$ cat src/rtl/serial_slice_comparator.sv
`default_nettype none
// ============================================================================
//  Module   : serial_slice_comparator
//  Purpose  : MSB-first magnitude comparator, one 2-bit slice per clock
//             through a single shared slice stage.
//  Revision : 1.0  initial release
// ============================================================================
module serial_slice_comparator #(
    parameter int S          = 8,
    parameter bit EARLY_EXIT = 1'b1
) (
    input  logic                       clk,
    input  logic                       rst_n,
    input  logic                       start,
    input  logic [S-1:0]               a,
    input  logic [S-1:0]               b,
    output logic                       ready,
    output logic                       done,
    output logic                       EQ,
    output logic                       GT,
    output logic [$clog2(S/2+1)-1:0]   cycles
);

    localparam int c_n  = S / 2;
    localparam int c_cw = $clog2(c_n + 1);
    localparam int c_iw = (c_n > 1) ? $clog2(c_n) : 1;
    localparam logic [c_iw-1:0] c_idx_top = c_iw'(c_n - 1);

    typedef enum logic [1:0] {
        ST_IDLE = 2'd0,
        ST_RUN  = 2'd1,
        ST_DONE = 2'd2
    } state_t;

    state_t            r_state;
    state_t            w_state_nxt;
    logic [S-1:0]      r_a;
    logic [S-1:0]      r_b;
    logic              r_e;
    logic              r_g;
    logic [c_iw-1:0]   r_idx;
    logic [c_cw-1:0]   r_cnt;
    logic              r_eq;
    logic              r_gt;
    logic [c_cw-1:0]   r_cycles;

    logic [1:0]        w_a_s;
    logic [1:0]        w_b_s;
    logic              w_slice_eq;
    logic              w_slice_gt;
    logic              w_e_nxt;
    logic              w_g_nxt;
    logic [c_cw-1:0]   w_cnt_nxt;
    logic              w_leave;

    assign w_a_s      = r_a[{r_idx, 1'b0} +: 2];
    assign w_b_s      = r_b[{r_idx, 1'b0} +: 2];
    assign w_slice_eq = (w_a_s == w_b_s);
    assign w_slice_gt = (w_a_s > w_b_s);

    // Once e has dropped, the first difference is locked in and later slices are ignored.
    assign w_e_nxt    = r_e & w_slice_eq;
    assign w_g_nxt    = r_e ? w_slice_gt : r_g;
    assign w_cnt_nxt  = r_cnt + c_cw'(1);
    assign w_leave    = (r_idx == '0) || (EARLY_EXIT && !w_slice_eq);

    always_ff @(posedge clk or negedge rst_n) begin
        if (!rst_n) begin
            r_state <= ST_IDLE;
        end else begin
            r_state <= w_state_nxt;
        end
    end

    always_comb begin
        w_state_nxt = r_state;
        ready       = 1'b0;
        done        = 1'b0;
        case (r_state)
            ST_IDLE: begin
                ready = 1'b1;
                if (start) w_state_nxt = ST_RUN;
            end
            ST_RUN: begin
                if (w_leave) w_state_nxt = ST_DONE;
            end
            ST_DONE: begin
                done        = 1'b1;
                w_state_nxt = ST_IDLE;
            end
            default: w_state_nxt = ST_IDLE;
        endcase
    end

    always_ff @(posedge clk or negedge rst_n) begin
        if (!rst_n) begin
            r_a      <= '0;
            r_b      <= '0;
            r_e      <= 1'b1;
            r_g      <= 1'b0;
            r_idx    <= '0;
            r_cnt    <= '0;
            r_eq     <= 1'b1;
            r_gt     <= 1'b0;
            r_cycles <= '0;
        end else begin
            case (r_state)
                ST_IDLE: begin
                    if (start) begin
                        r_a   <= a;
                        r_b   <= b;
                        r_e   <= 1'b1;
                        r_g   <= 1'b0;
                        r_idx <= c_idx_top;
                        r_cnt <= '0;
                    end
                end
                ST_RUN: begin
                    r_e   <= w_e_nxt;
                    r_g   <= w_g_nxt;
                    r_cnt <= w_cnt_nxt;
                    if (r_idx != '0) r_idx <= r_idx - c_iw'(1);
                    if (w_leave) begin
                        r_eq     <= w_e_nxt;
                        r_gt     <= w_g_nxt;
                        r_cycles <= w_cnt_nxt;
                    end
                end
                default: ;
            endcase
        end
    end

    assign EQ     = r_eq;
    assign GT     = r_gt;
    assign cycles = r_cycles;

endmodule
`default_nettype wire

$ cat config.mk
export PLATFORM = sky130hd
export DESIGN_NAME = serial_slice_comparator
export DESIGN_NICKNAME = d
export VERILOG_FILES = /design/src/rtl/serial_slice_comparator.sv
export SDC_FILE = /design/constraint.sdc
export NUM_CORES = 1
export LEC_CHECK = 0
export CAP_MARGIN = 20
export CORE_MARGIN = 2
export CORE_UTILIZATION = 51
export DETAILED_ROUTE_END_ITERATION = 8
export PLACE_DENSITY = 0.88
export RECOVER_POWER = 100
export SLEW_MARGIN = 20
export SYNTH_ARGS = -nofsm -noshare
export SYNTH_HDL_FRONTEND = slang
export SYNTH_SLANG_ARGS = --single-unit
$ cat constraint.sdc
create_clock -name clk -period 5.82 [get_ports clk]
set_input_delay 0.582 -clock clk [delete_from_list [all_inputs] [get_ports clk]]
set_output_delay 0.582 -clock clk [all_outputs]
set_load 0.01 [all_outputs]
## Yosys cells after proc, flatten, opt, wreduce, memory -nomap -nowiden

Index checks and enable logic that the tools add are counted.

- Bits in registers: 30
- Input bits: 19
- Output and inout bits: 7
- Word-level logic and storage cells: 48

- Add/subtract/negate cells: 2
- $lt $le $gt $ge: 1
- Eq/ne operators: 6
- Shift operators: 2
- Muxes and demuxes: 15
- Bitwise gates (word level): 1
- Reductions and logical operators: 11

Operators with widths:

| kind | count |
|---|---|
| 8-bit by 4-bit variable part select with 2-bit output | 2 |
| 2-bit two-way mux | 4 |
| 2-bit one-hot mux with 2 select lines | 2 |
| 2-bit AND reduction | 4 |
| 2-bit != test, second input constant | 3 |
| 3-bit one-hot mux with 2 select lines | 1 |
| 1-bit two-way mux | 5 |
| 2-bit logical NOT | 2 |
| 1-bit one-hot mux with 2 select lines | 2 |
| 2-bit nonzero test | 2 |
| 3-bit by 1-bit adder with 3-bit output, second input constant | 1 |
| 3-bit two-way mux | 1 |
| 3-bit AND reduction | 1 |
| 2-bit by 1-bit == test with 1-bit output, second input constant | 1 |
| 2-bit == test | 1 |
| 2-bit == test, second input constant | 1 |
| 2-bit > comparator | 1 |
| 2-bit by 1-bit subtractor with 2-bit output, second input constant | 1 |
| 1-bit AND | 1 |
| 1-bit logical NOT | 1 |
| 1-bit logical OR | 1 |

## Logic depth before layout (Yosys ltp)

- Word-level depth: 6
- Depth in mapped cells: 8

## Least setup slack after synthesis

No wires, ideal clock.

- Path type: register to register
- From: register r_idx[0]
- To: register r_cycles[1] (netlist: cycles[1])
- Library setup time: 125 ps
- Arrival time: 1909 ps
- Slack: 3786 ps
- Stages on the path, launching flop included: 7
- Clock period less this slack: 2034 ps
- Path through: dfrtp_1 buf_2 mux4_2 ha_1 nand2_1 o21ai_1 mux2_2

- Word-level cells in the longest chain between the ends: 5
- Elaborated cells between the ends (all ways): 7

Ends and longest elaborated chain:

| element | RTL line | source |
|---|---|---|
| start: declaration | 41 | `logic [c_iw-1:0] r_idx;` |
| start signal: assignment | 114 | `r_idx <= c_idx_top;` |
| start signal: assignment | 122 | `if (r_idx != '0) r_idx <= r_idx - c_iw'(1);` |
| 8-bit by 4-bit variable part select with 2-bit output, on equally long branches | 56, 57 |  |
| 2-bit == test | 58 | `assign w_slice_eq = (w_a_s == w_b_s);` |
| 1-bit logical NOT | 65 | `assign w_leave = (r_idx == '0) \|\| (EARLY_EXIT && !w_slice_eq);` |
| 1-bit logical OR * | 65 |  |
| 2-bit AND reduction (no line) * | -- |  |
| end signal: assignment | 126 | `r_cycles <= w_cnt_nxt;` |
| end: declaration | 45 | `logic [c_cw-1:0] r_cycles;` |

Every way passes the cells marked *; elsewhere a longest branch is shown, timed or not.
A chain may end at the register's enable or synchronous reset.

## Worst setup path in the final report

- From: input start
- To: register r_a[5]

- Word-level cells in the longest chain between the ends: 1

Ends and longest elaborated chain:

| element | RTL line | source |
|---|---|---|
| start: declaration | 14 | `input logic start,` |
| 2-bit AND reduction (no line) | -- |  |
| end signal: assignment | 97 | `r_a <= '0;` |
| end signal: assignment | 110 | `r_a <= a;` |
| end: declaration | 37 | `logic [S-1:0] r_a;` |

Every way passes these cells.

==> results.py <==
metrics = {
    "clock_tree": {
        "clock_sinks": 30,
        "path_clk_slew_ns": 0.09,
        "root_buffer": "clkbuf_4",
        "ctsHtreeMaxLevel": 2,
        "cts_setup_buffers": 0,
        "cts_tree": "yes",
        "clk_latency_ns": 0.32,
        "cts-resized-gates": 0,
        "cts_made_buffers": 5,
        "ctsLongestPathBuffers": 2,
        "cts.hold.buffers_added": 0,
    },
    "yosys": {
        "synth_edf_count": 0,
        "ys_top_cells_by_area": "dfrtp_1 (50%), mux2_2 (15%), mux4_2 (6.4%)",
        "synth_nets": 128,
        "yosysMostFrequentCell": "dfrtp_1",
        "yosysUniqueCellTypes": 28,
        "synth.top_cell.area_share_pct": 49.7,
        "ys_warn_count": 0,
        "netlist_area_sq_mm": 0.00141,
        "async_flop_share_pct": 100,
        "avgSynthCellArea_sq_um": 13.4,
        "synth.largest_area_cell": "dfrtp_1",
        "seq_area_frac_synth_pct": 53.4,
        "syn_inst": 105,
        "synth_ff_type": "dfrtp_1",
        "synthTopCellsByCount": "dfrtp_1 (28), mux2_2 (19), inv_1 (7)",
        "ys_ff_latch": 30,
    },
    "floorplanning": {
        "die_w_um": 56.6,
        "coreArea_sq_mm": 0.00269,
        "die_area_sq_mm": 0.00320,
        "rows": 19,
        "ioPinCount": 26,
        "die_h_um": 56.6,
        "start_util_pct": 52.5,
    },
    "global_routing": {
        "grt_use_total_pct": 19.1,
        "grt_pass1_vias": 1040,
        "antenna_found_initial": 0,
        "grt_max_degree": 31,
        "grt_pass1_wl_um": 4570,
        "global_route.overflow_total": 0,
    },
    "sta": {
        "finClkSkew_ns": 0.00706,
        "rsz0062_at_grt": "false",
        "tightest_slew_ns": 2.08,
        "drv_slew": 48,
        "setup_tns_ns": 0,
        "final_hold_viol_count": 0,
        "fin_crit_sh_pct": 53.0,
        "setup_viol": 0,
        "relSlewSlack_pct": -38.8,
        "fmax_ghz": 0.324,
        "finalCriticalPeriod_ns": 3.08,
    },
    "routing": {
        "wirelength_um": 2670,
        "dr.pass1.iters": 4,
        "num_vias": 944,
        "final_antenna_net_count": 0,
        "drt_first_iter_violations": 12,
        "post_drt_wl_per_cell_um": 16.2,
        "drc": 0,
        "avgViaCountPerCell": 5.72,
    },
    "run_status": {
        "status": "complete, but fails checks",
        "violations": "capacitance limit, slew limit",
    },
    "pwr": {
        "powerDensity_mw_per_mm2": 560,
        "power_leakage_uw": 0.000751,
        "ir_drop_v": 0.000382,
    },
    "cells_and_area": {
        "nNetsFinal": 157,
        "antennaDiodeCount": 0,
        "layout-drive-gt1-share_pct": 23.1,
        "fin_area_sq_mm": 0.00170,
        "fillers": 224,
        "syn_to_final_growth_pct": 20.9,
    },
    "worst_setup_path": {
        "cp.required_ns": 6.02,
        "rrSetupSlack_ns": 3.03,
        "worstSetupStartpointType": "primary input",
        "criticalPathCategory": "in -> reg",
        "cp-end-kind": "flop",
        "cp.arrival_ns": 3.28,
        "path_max_fanout": 16,
    },
    "place": {
        "post-dp-hpwl_um": 1980,
        "place_area_sq_mm": 0.00167,
        "io_buffers": 25,
        "place.gp.congestion": 0.783,
    },
    "run": {
        "drv_cap": 2,
    },
    "worst_hold_path": {
        "min_path_type": "reg -> reg",
    },
}
cell type report:
class	count	area, sq um	share of cell area [%]
sequential	30	753	44.2
multi-input combinational	64	587	34.4
timing repair buffer	26	254	14.9
clock buffer	7	45.0	2.64
tap	31	38.8	2.28
inverter	7	26.3	1.54
cells in the final DEF, fill, tap and decap left out, types with 2 or more instances in the layout:
master	instances
clkbuf_4	5
nand2_1	2
inv_1	7
dfrtp_1	28
dlygate4sd3_1	9
mux4_2	4
dfstp_2	2
a22o_1	3
nor3_1	2
nor2_1	5
nand2b_1	3
o21ai_0	4
ha_1	4
nor2b_1	3
clkdlybuf4s50_1	16
a21oi_1	2
mux2_2	19
a22oi_1	3
clkbuf_1	3
final timing paths:
check,start,endpoint,cells past startpoint
worst min register to register,cycles[0]$_DFFE_PN0P_,cycles[0]$_DFFE_PN0P_,1
min in group asynchronous,rst_n,r_cnt[2]$_DFFE_PN0P_,2
max in group asynchronous,rst_n,r_b[0]$_DFFE_PN0P_,2
worst max register to register,r_state[0]$_DFFE_PN0P_,r_a[5]$_DFFE_PN0P_,2
worst max-delay path,start,r_a[5]$_DFFE_PN0P_,3
worst min-delay path,cycles[0]$_DFFE_PN0P_,cycles[0]$_DFFE_PN0P_,1
metal layers:
metal | routed length [um] | vias to the layer above | GRT usage, %
met5 | 0 | - | 0
met4 | 45 | 0 | 9.52
met3 | 118 | 5 | 5.30
met2 | 1390 | 27 | 32.6
met1 | 1110 | 473 | 21.7
li1 | - | 439 | -
flip-flops by register name, summed over array words and instances (netlist names):
signal and count:
r_a 8, r_b 8, cycles 3, r_cnt 3
r_idx 2, r_state 2, EQ 1, GT 1
r_e 1, r_g 1
critical path, stage by stage:
cell           delay, ns
dlygate4sd3_1       0.61
nor3b_1             1.63
mux2_2              0.46
cells by family after synthesis:
family | Yosys count | synth area share (%)
AOI/OAI and AO/OA | 19 | 9.41
adders and majority gates | 4 | 3.55
buffers and inverters | 11 | 4.17
DFF | 30 | 53.4
muxes | 24 | 22.3
and+or+nand+nor | 17 | 7.19
report_power, final:
part	leakage, uW	internal [uW]	total (uW)	switching (uW)
registers	0.000355	313	394	81.1
logic	0.000371	253	450	196
clock network	0.0000254	45.5	110	65.0
through the flow:
step / setup WS [ns] / hold slack [ns] / power (uW) / utilization, % / cells
detailed placement: 3.44 / 0.472 / 862 / 62.3 / 158
global placement: 3.50 / 0.461 / 830 / 62.3 / 158
finish: 2.74 / 0.481 / 954 / 63.4 / 165
floorplan: 3.79 / 0.286 / 727 / - / 105
CTS: 3.48 / 0.491 / 977 / 64.0 / 165
global route: 2.53 / 0.534 / 1030 / 63.4 / 165
Power figures use the tool's default switching activity.
